## src/rtl/bunny_hit_judge.sv

```systemverilog
// Latches the bunny position, drives the LED one-hot, and judges presses against the latched target.
// Tracks score and lives; hit/miss are held for HOLD_CYC cycles, then the game re-arms or ends.
module bunny_hit_judge #(
   parameter int POS_W    = 4,
   parameter int SCORE_W  = 8,
   parameter int LIVES    = 3,
   parameter int HOLD_CYC = 4
) (
   input  logic                  clk,
   input  logic                  rst,
   input  logic                  start,
   input  logic                  pos_valid,
   input  logic [POS_W-1:0]      pos,
   input  logic                  press,
   input  logic [POS_W-1:0]      guess,
   output logic [2**POS_W-1:0]   bunny_onehot,
   output logic                  hit,
   output logic                  miss,
   output logic [SCORE_W-1:0]    score,
   output logic [1:0]            lives,
   output logic                  game_over
);

   localparam int ONE_W = 2**POS_W;
   localparam int CNT_W = (HOLD_CYC > 1) ? $clog2(HOLD_CYC) : 1;
   localparam logic [CNT_W-1:0] HOLD_LAST  = CNT_W'(HOLD_CYC - 1);
   localparam logic [1:0]       LIVES_INIT = 2'(LIVES);

   typedef enum logic [2:0] {IDLE, ARMED, HIT_S, MISS_S, OVER} state_t;

   state_t           state;
   logic [POS_W-1:0] target;
   logic [CNT_W-1:0] hold_cnt;
   logic             active;

   assign active = (state == ARMED) || (state == HIT_S) || (state == MISS_S);

   always_ff @(posedge clk) begin
      if (rst) begin
         state        <= IDLE;
         target       <= '0;
         bunny_onehot <= '0;
         hit          <= 1'b0;
         miss         <= 1'b0;
         score        <= '0;
         lives        <= LIVES_INIT;
         game_over    <= 1'b0;
         hold_cnt     <= '0;
      end else begin
         // The press below still compares against the old target register value.
         if (active && pos_valid) begin
            target       <= pos;
            bunny_onehot <= ONE_W'(1) << pos;
         end

         if (start) begin
            state        <= ARMED;
            score        <= '0;
            lives        <= LIVES_INIT;
            hit          <= 1'b0;
            miss         <= 1'b0;
            game_over    <= 1'b0;
            hold_cnt     <= '0;
            bunny_onehot <= ONE_W'(1) << ((active && pos_valid) ? pos : target);
         end else begin
            case (state)
               ARMED: begin
                  if (press) begin
                     hold_cnt <= HOLD_LAST;
                     if (guess == target) begin
                        state <= HIT_S;
                        hit   <= 1'b1;
                        if (score != '1)
                           score <= score + SCORE_W'(1);
                     end else begin
                        state <= MISS_S;
                        miss  <= 1'b1;
                        lives <= lives - 2'd1;
                     end
                  end
               end
               HIT_S, MISS_S: begin
                  if (hold_cnt == '0) begin
                     hit  <= 1'b0;
                     miss <= 1'b0;
                     // lives was already decremented on MISS entry.
                     if (state == MISS_S && lives == 2'd0) begin
                        state        <= OVER;
                        game_over    <= 1'b1;
                        bunny_onehot <= '0;
                     end else begin
                        state <= ARMED;
                     end
                  end else begin
                     hold_cnt <= hold_cnt - CNT_W'(1);
                  end
               end
               IDLE, OVER: ;
               default: state <= IDLE;
            endcase
         end
      end
   end

endmodule

```

## config.mk

```make
export PLATFORM = sky130hd
export DESIGN_NAME = bunny_hit_judge
export DESIGN_NICKNAME = d
export VERILOG_FILES = /design/src/rtl/bunny_hit_judge.sv
export SDC_FILE = /design/constraint.sdc
export NUM_CORES = 1
export LEC_CHECK = 0
export CORE_MARGIN = 2
export CORE_UTILIZATION = 50
export CTS_CLUSTER_DIAMETER = 50
export CTS_CLUSTER_SIZE = 24
export DETAILED_ROUTE_END_ITERATION = 12
export PLACE_DENSITY = 0.79
export SKIP_LAST_GASP = 1
export SYNTH_ARGS = -nofsm -noshare
export SYNTH_HDL_FRONTEND = slang
export SYNTH_SLANG_ARGS = --single-unit
```

## constraint.sdc

```tcl
create_clock -name clk -period 2.6 [get_ports clk]
set_input_delay 0.26 -clock clk [delete_from_list [all_inputs] [get_ports clk]]
set_output_delay 0.26 -clock clk [all_outputs]
set_load 0.1 [all_outputs]
```

### Word-level counts from Yosys, hierarchy flattened

Index checks and enable logic that the tools add are counted.

| storage, ports and cells | value |
|---|---|
| register bits | 38 |
| input port bits | 13 |
| output and inout bits | 29 |
| word-level logic and storage cells | 72 |

| operators by class | value |
|---|---|
| add/sub/neg operators | 3 |
| equal/unequal tests | 14 |
| shift-type cells | 2 |
| multiplexer cells | 22 |
| bitwise operators | 2 |
| reductions and logical operators | 19 |

Operators with widths:

| cell | count |
|---|---|
| two-way mux 16 bit | 5 |
| left shift 1 x 4 -> 16 bit, first input constant | 2 |
| AND reduction 3 bit | 5 |
| AND reduction 4 bit | 3 |
| inequality test 2 bit, second input constant | 5 |
| two-way mux 3 bit | 3 |
| one-hot mux 3 bit (3 select lines) | 1 |
| adder 8 x 1 -> 8 bit, second input constant | 1 |
| inequality test 8 bit, second input constant | 1 |
| two-way mux 1 bit | 7 |
| == test 3 x 2 -> 1 bit, second input constant | 2 |
| inequality test 3 bit, second input constant | 2 |
| OR reduction 2 bit | 3 |
| == test 4 bit | 1 |
| zero test 2 bit | 2 |
| two-way mux 2 bit | 2 |
| two-way mux 4 bit | 1 |
| one-hot mux 1 bit (2 select lines) | 2 |
| one-hot mux 2 bit (2 select lines) | 1 |
| subtractor 2 x 1 -> 2 bit, second input constant | 2 |
| == test 3 x 1 -> 1 bit, second input constant | 1 |
| == test 3 bit, second input constant | 1 |
| zero test 3 bit | 1 |
| logical AND 1 bit | 2 |
| 4 further kinds | 6 |

### Logic depth before layout (Yosys ltp)

| logic depth | value |
|---|---|
| depth after elaboration | 9 |
| gate-level depth with buffers | 7 |
| mapped depth without buffers | 6 |

### Least setup slack after synthesis

OpenSTA, ideal clock, no wires.

| path | value |
|---|---|
| kind | register to register |
| from | reg score[0] |
| to | reg score[6] |
| library setup time | 0.129 ns |
| arrival | 2.000 ns |
| required time | 2.471 ns |
| setup slack | 0.471 ns |
| stages on the path, launching flop included | 6 |
| buffers on the path | 0 |
| period minus slack after synthesis | 2.129 ns |
| cells stage by stage | dfxtp_1 -> ha_1 -> nand3_1 -> o21ai_1 -> nor4_1 -> mux2i_1 |

| between the ends | value |
|---|---|
| longest elaborated chain between the ends | 2 |
| elaborated cells on any way between the ends | 3 |
| classes of those cells | add/sub: 1; eq/ne: 1; reduce/logical: 1 |

RTL lines:

| what | RTL line | RTL |
|---|---|---|
| start: declaration | 19 | `output logic [SCORE_W-1:0] score,` |
| start signal: assignment | 74 | `score <= score + SCORE_W'(1);` |
| parallel branches: the longest is 2 deep, another holds adder 8 x 1 -> 8 bit | -- |  |

Several ways; the timed one is not identified.
A chain may end at the register's enable or synchronous reset.

### Final worst setup path

| path | value |
|---|---|
| from | reg target[3] |
| to | reg score[5] |

| between the ends | value |
|---|---|
| longest elaborated chain between the ends | 2 |

RTL lines:

| what | RTL line | RTL |
|---|---|---|
| start: declaration | 32 | `logic [POS_W-1:0] target;` |
| start signal: assignment | 52 | `target <= pos;` |
| == test 4 bit | 70 | `if (guess == target) begin` |
| AND reduction 4 bit (no source line) | -- |  |

Every way passes these cells.

==> impl_metrics.json <==
{
  "n_fill_cell": 398,
  "setup_tns_ns": 0,
  "place_congestion": 0.862,
  "core_um2": 4380,
  "cts-hold-fix-buffers": 0,
  "finClkSkew_ns": 0.0118,
  "postCtsSetupBuffers": 0,
  "period_share_pct": 86.6,
  "p_leak_nw": 0.936,
  "fmax_mhz": 444,
  "crit_top_cell": "or4_1",
  "synth-seq-cells": 38,
  "arrival_ns": 2.48,
  "rows": 24,
  "vias_per_cell": 6.39,
  "timing.slew.headroom_pct": 49.2,
  "synthesis.area_um2": 2300,
  "diodes": 0,
  "clockRootBuffer": "clkbuf_8",
  "reg2reg_depth": 4,
  "synth_edf_count": 0,
  "die_h_um": 71.9,
  "setup_violations": 0,
  "cts_tree": "built",
  "crit_path_start_kind": "flop",
  "hold_violations": 0,
  "yosys.area.top_type": "dfxtp_1",
  "antenna_found_initial": 0,
  "cp-endpoint": "score[5]",
  "startpoint": "target[3]",
  "worst-setup-path-type": "reg2reg",
  "ys_warn_count": 0,
  "r2r-end": "score[5]",
  "worstPathCellList": "xor2_1 > or4_1 > or4_1 > a21oi_1",
  "synth_area_per_cell_um2": 7.73,
  "placement.io_buffers": 41,
  "drt-pass1-iter-count": 4,
  "post_drt_wl_per_cell_um": 15.9,
  "netlist.area_leader.share_pct": 33.0,
  "synth_seq_area_share_pct": 33.0,
  "synth_nets": 314,
  "rsz0062_at_grt": "no",
  "synth_cell_type_count": 41,
  "worstSetupEndpointType": "flop",
  "reg2reg_from": "target[3]",
  "status": "finished clean",
  "via_count": 2420,
  "finalMaxSlewViolations": 0,
  "crit_cells": 4,
  "grt_max_degree": 32,
  "maxCapViolCount": 0,
  "die_area_um2": 5160,
  "path_max_fanout": 17,
  "final_core_util_pct": 62.5,
  "cp_slowest_cell": "or4_1",
  "drive_gt1_share_pct": 15.6,
  "synth_area_leaders": "dfxtp_1, a21oi_1, o221ai_1",
  "antenna_left": 0,
  "pin_count": 42,
  "grt_overflow": 0,
  "cts_resized": 0,
  "tightestPinTransition_ns": 0.751,
  "cts_sinks": 38,
  "die_x_um": 71.9,
  "drcViolationCount": 0,
  "path_clk_slew_ns": 0.08,
  "final_nets": 342,
  "clk_latency_ns": 0.30,
  "hold_path_class": "reg2reg",
  "ir_worst_vdd_mv": 0.217,
  "place_hpwl_mm": 4.12,
  "r2r_slack_ns": 0.35,
  "area_growth_pct": 19.1,
  "path_delay_family": "simple AND/OR/NAND/NOR gates",
  "drt_iter0_drc": 165,
  "synthesis.instances": 298,
  "max_stage_delay_ns": 0.79,
  "path_buf_inv": 0,
  "cts-buffers-inserted": 5,
  "grt_first_pass_wirelength_mm": 10.0,
  "period_needed_ns": 2.25,
  "async_flop_share_pct": 0,
  "grt_pass1_vias": 2134,
  "critPathRequiredTime_ns": 2.83,
  "ys.flop_type": "dfxtp_1",
  "powerDensity_nw_per_um2": 469,
  "floorplan.initialDensity_pct": 52.5,
  "drt_wl_total_mm": 6.01,
  "cts_buffer_depth": 2,
  "grtUsageTotal_pct": 24.3,
  "cts_htree_levels": 2
}
-- synthesized netlist by cell type (4+ instances only) --
library cell	count
a21o_1	7
o221ai_1	16
nand2_1	22
or2_2	5
o21ai_1	4
nand4_1	9
or4_1	6
a21boi_0	10
nand2b_1	12
nand3_1	4
a21oi_1	40
nor3_1	9
dfxtp_1	38
nor2b_1	6
inv_1	7
nor4_1	12
nor2_1	7
xor2_1	4
o31ai_1	4
clkbuf_1	22
o21ai_0	18
a211oi_1	5
-- registers in the layout, summed over array words and instances, names as in the netlist --
register      count
target            4
hit               1
game_over         1
state             3
score             8
bunny_onehot     16
miss              1
lives             2
hold_cnt          2
-- final cells by class --
class,instances,area (um^2),area share (%)
well taps,52,65.1,2.37
multi-input cells,226,1400,51.2
inverters,7,26.3,0.958
clock inverters,2,12.5,0.456
repair buffers,48,390,14.2
clock buffers,6,82.6,3.01
flip-flops and latches,38,761,27.7
-- power breakdown --
part | internal, mW | switching [mW] | leakage, nW
clock | 0.213 | 0.220 | 0.0472
sequential | 0.594 | 0.0138 | 0.308
combinational | 0.0747 | 0.171 | 0.581
total | 0.882 | 0.404 | 0.936
-- routing by layer --
metal	GRT usage, %	part of all wire [%]	vias up
met5	0	0	-
met4	10.1	2.2	0
met3	4.78	6.1	17
met2	38.9	46	93
li1	-	-	1192
met1	32.0	45	1118
-- cell usage in the layout (no fill, tap or decap), types with 2 or more instances in the layout --
master           Yosys  routed
a211oi_1             5       5
ha_1                 3       3
o221ai_1            16      16
nand2_1             22      22
o31ai_1              4       4
o21ai_1              4       4
buf_4                0      36
nor3_1               9       9
xor2_1               4       4
o211ai_1             2       2
or3_1                3       3
clkdlybuf4s50_1      0      12
or4_1                6       6
nor2b_1              6       6
nand2b_1            12      12
a21boi_0            10      10
clkbuf_8             0       6
inv_1                7       7
a21oi_1             40      40
nor4_1              12      12
a21o_1               7       7
nand3b_1             2       2
nand3_1              4       4
o21ai_0             18      18
a31oi_1              2       2
nor2_1               7       7
nor4b_1              3       3
dfxtp_1             38      38
o221a_2              2       2
or2_2                5       5
nand4_1              9       9
-- how the worst min path moves through the flow --
stage / from / end / slack, ns / cells after the start
floorplan: rst / state[0] / 0.33 / 1
global placement: game_over / game_over / 0.44 / 2
detailed placement: game_over / game_over / 0.44 / 2
CTS: game_over / game_over / 0.46 / 2
global route: game_over / game_over / 0.48 / 2
finish: game_over / game_over / 0.45 / 2
-- cell families after synthesis --
family          after synthesis  synth area share, %
buf+inv                      34                 5.98
compound gates              115                 32.2
mux                           1                0.435
xor+xnor                      4                 1.52
fa+ha+maj                     3                 1.63
flops                        38                 33.0
simple gates                103                 25.2
-- worst reg2reg max path, cell delays in order (launching register included) --
cell and delay [ns]:
dfxtp_1 0.54, xor2_1 0.13, or4_1 0.79, or4_1 0.58, a21oi_1 0.16
-- through the flow --
step           instance area, um^2  hold slack (ns)  setup WS [ns]  std cells  total power, mW
6_report                      2740            0.450          0.349        379             1.29
5_1_grt                       2740            0.478          0.192        379             1.34
4_1_cts                       2740            0.456          0.356        379             1.29
3_5_place_dp                  2650            0.443          0.186        371            0.863
3_3_place_gp                  2650            0.438          0.241        371            0.861
2_1_floorplan                 2300            0.329          0.471        298            0.796
Note: power is estimated with default switching activity, not from simulation.
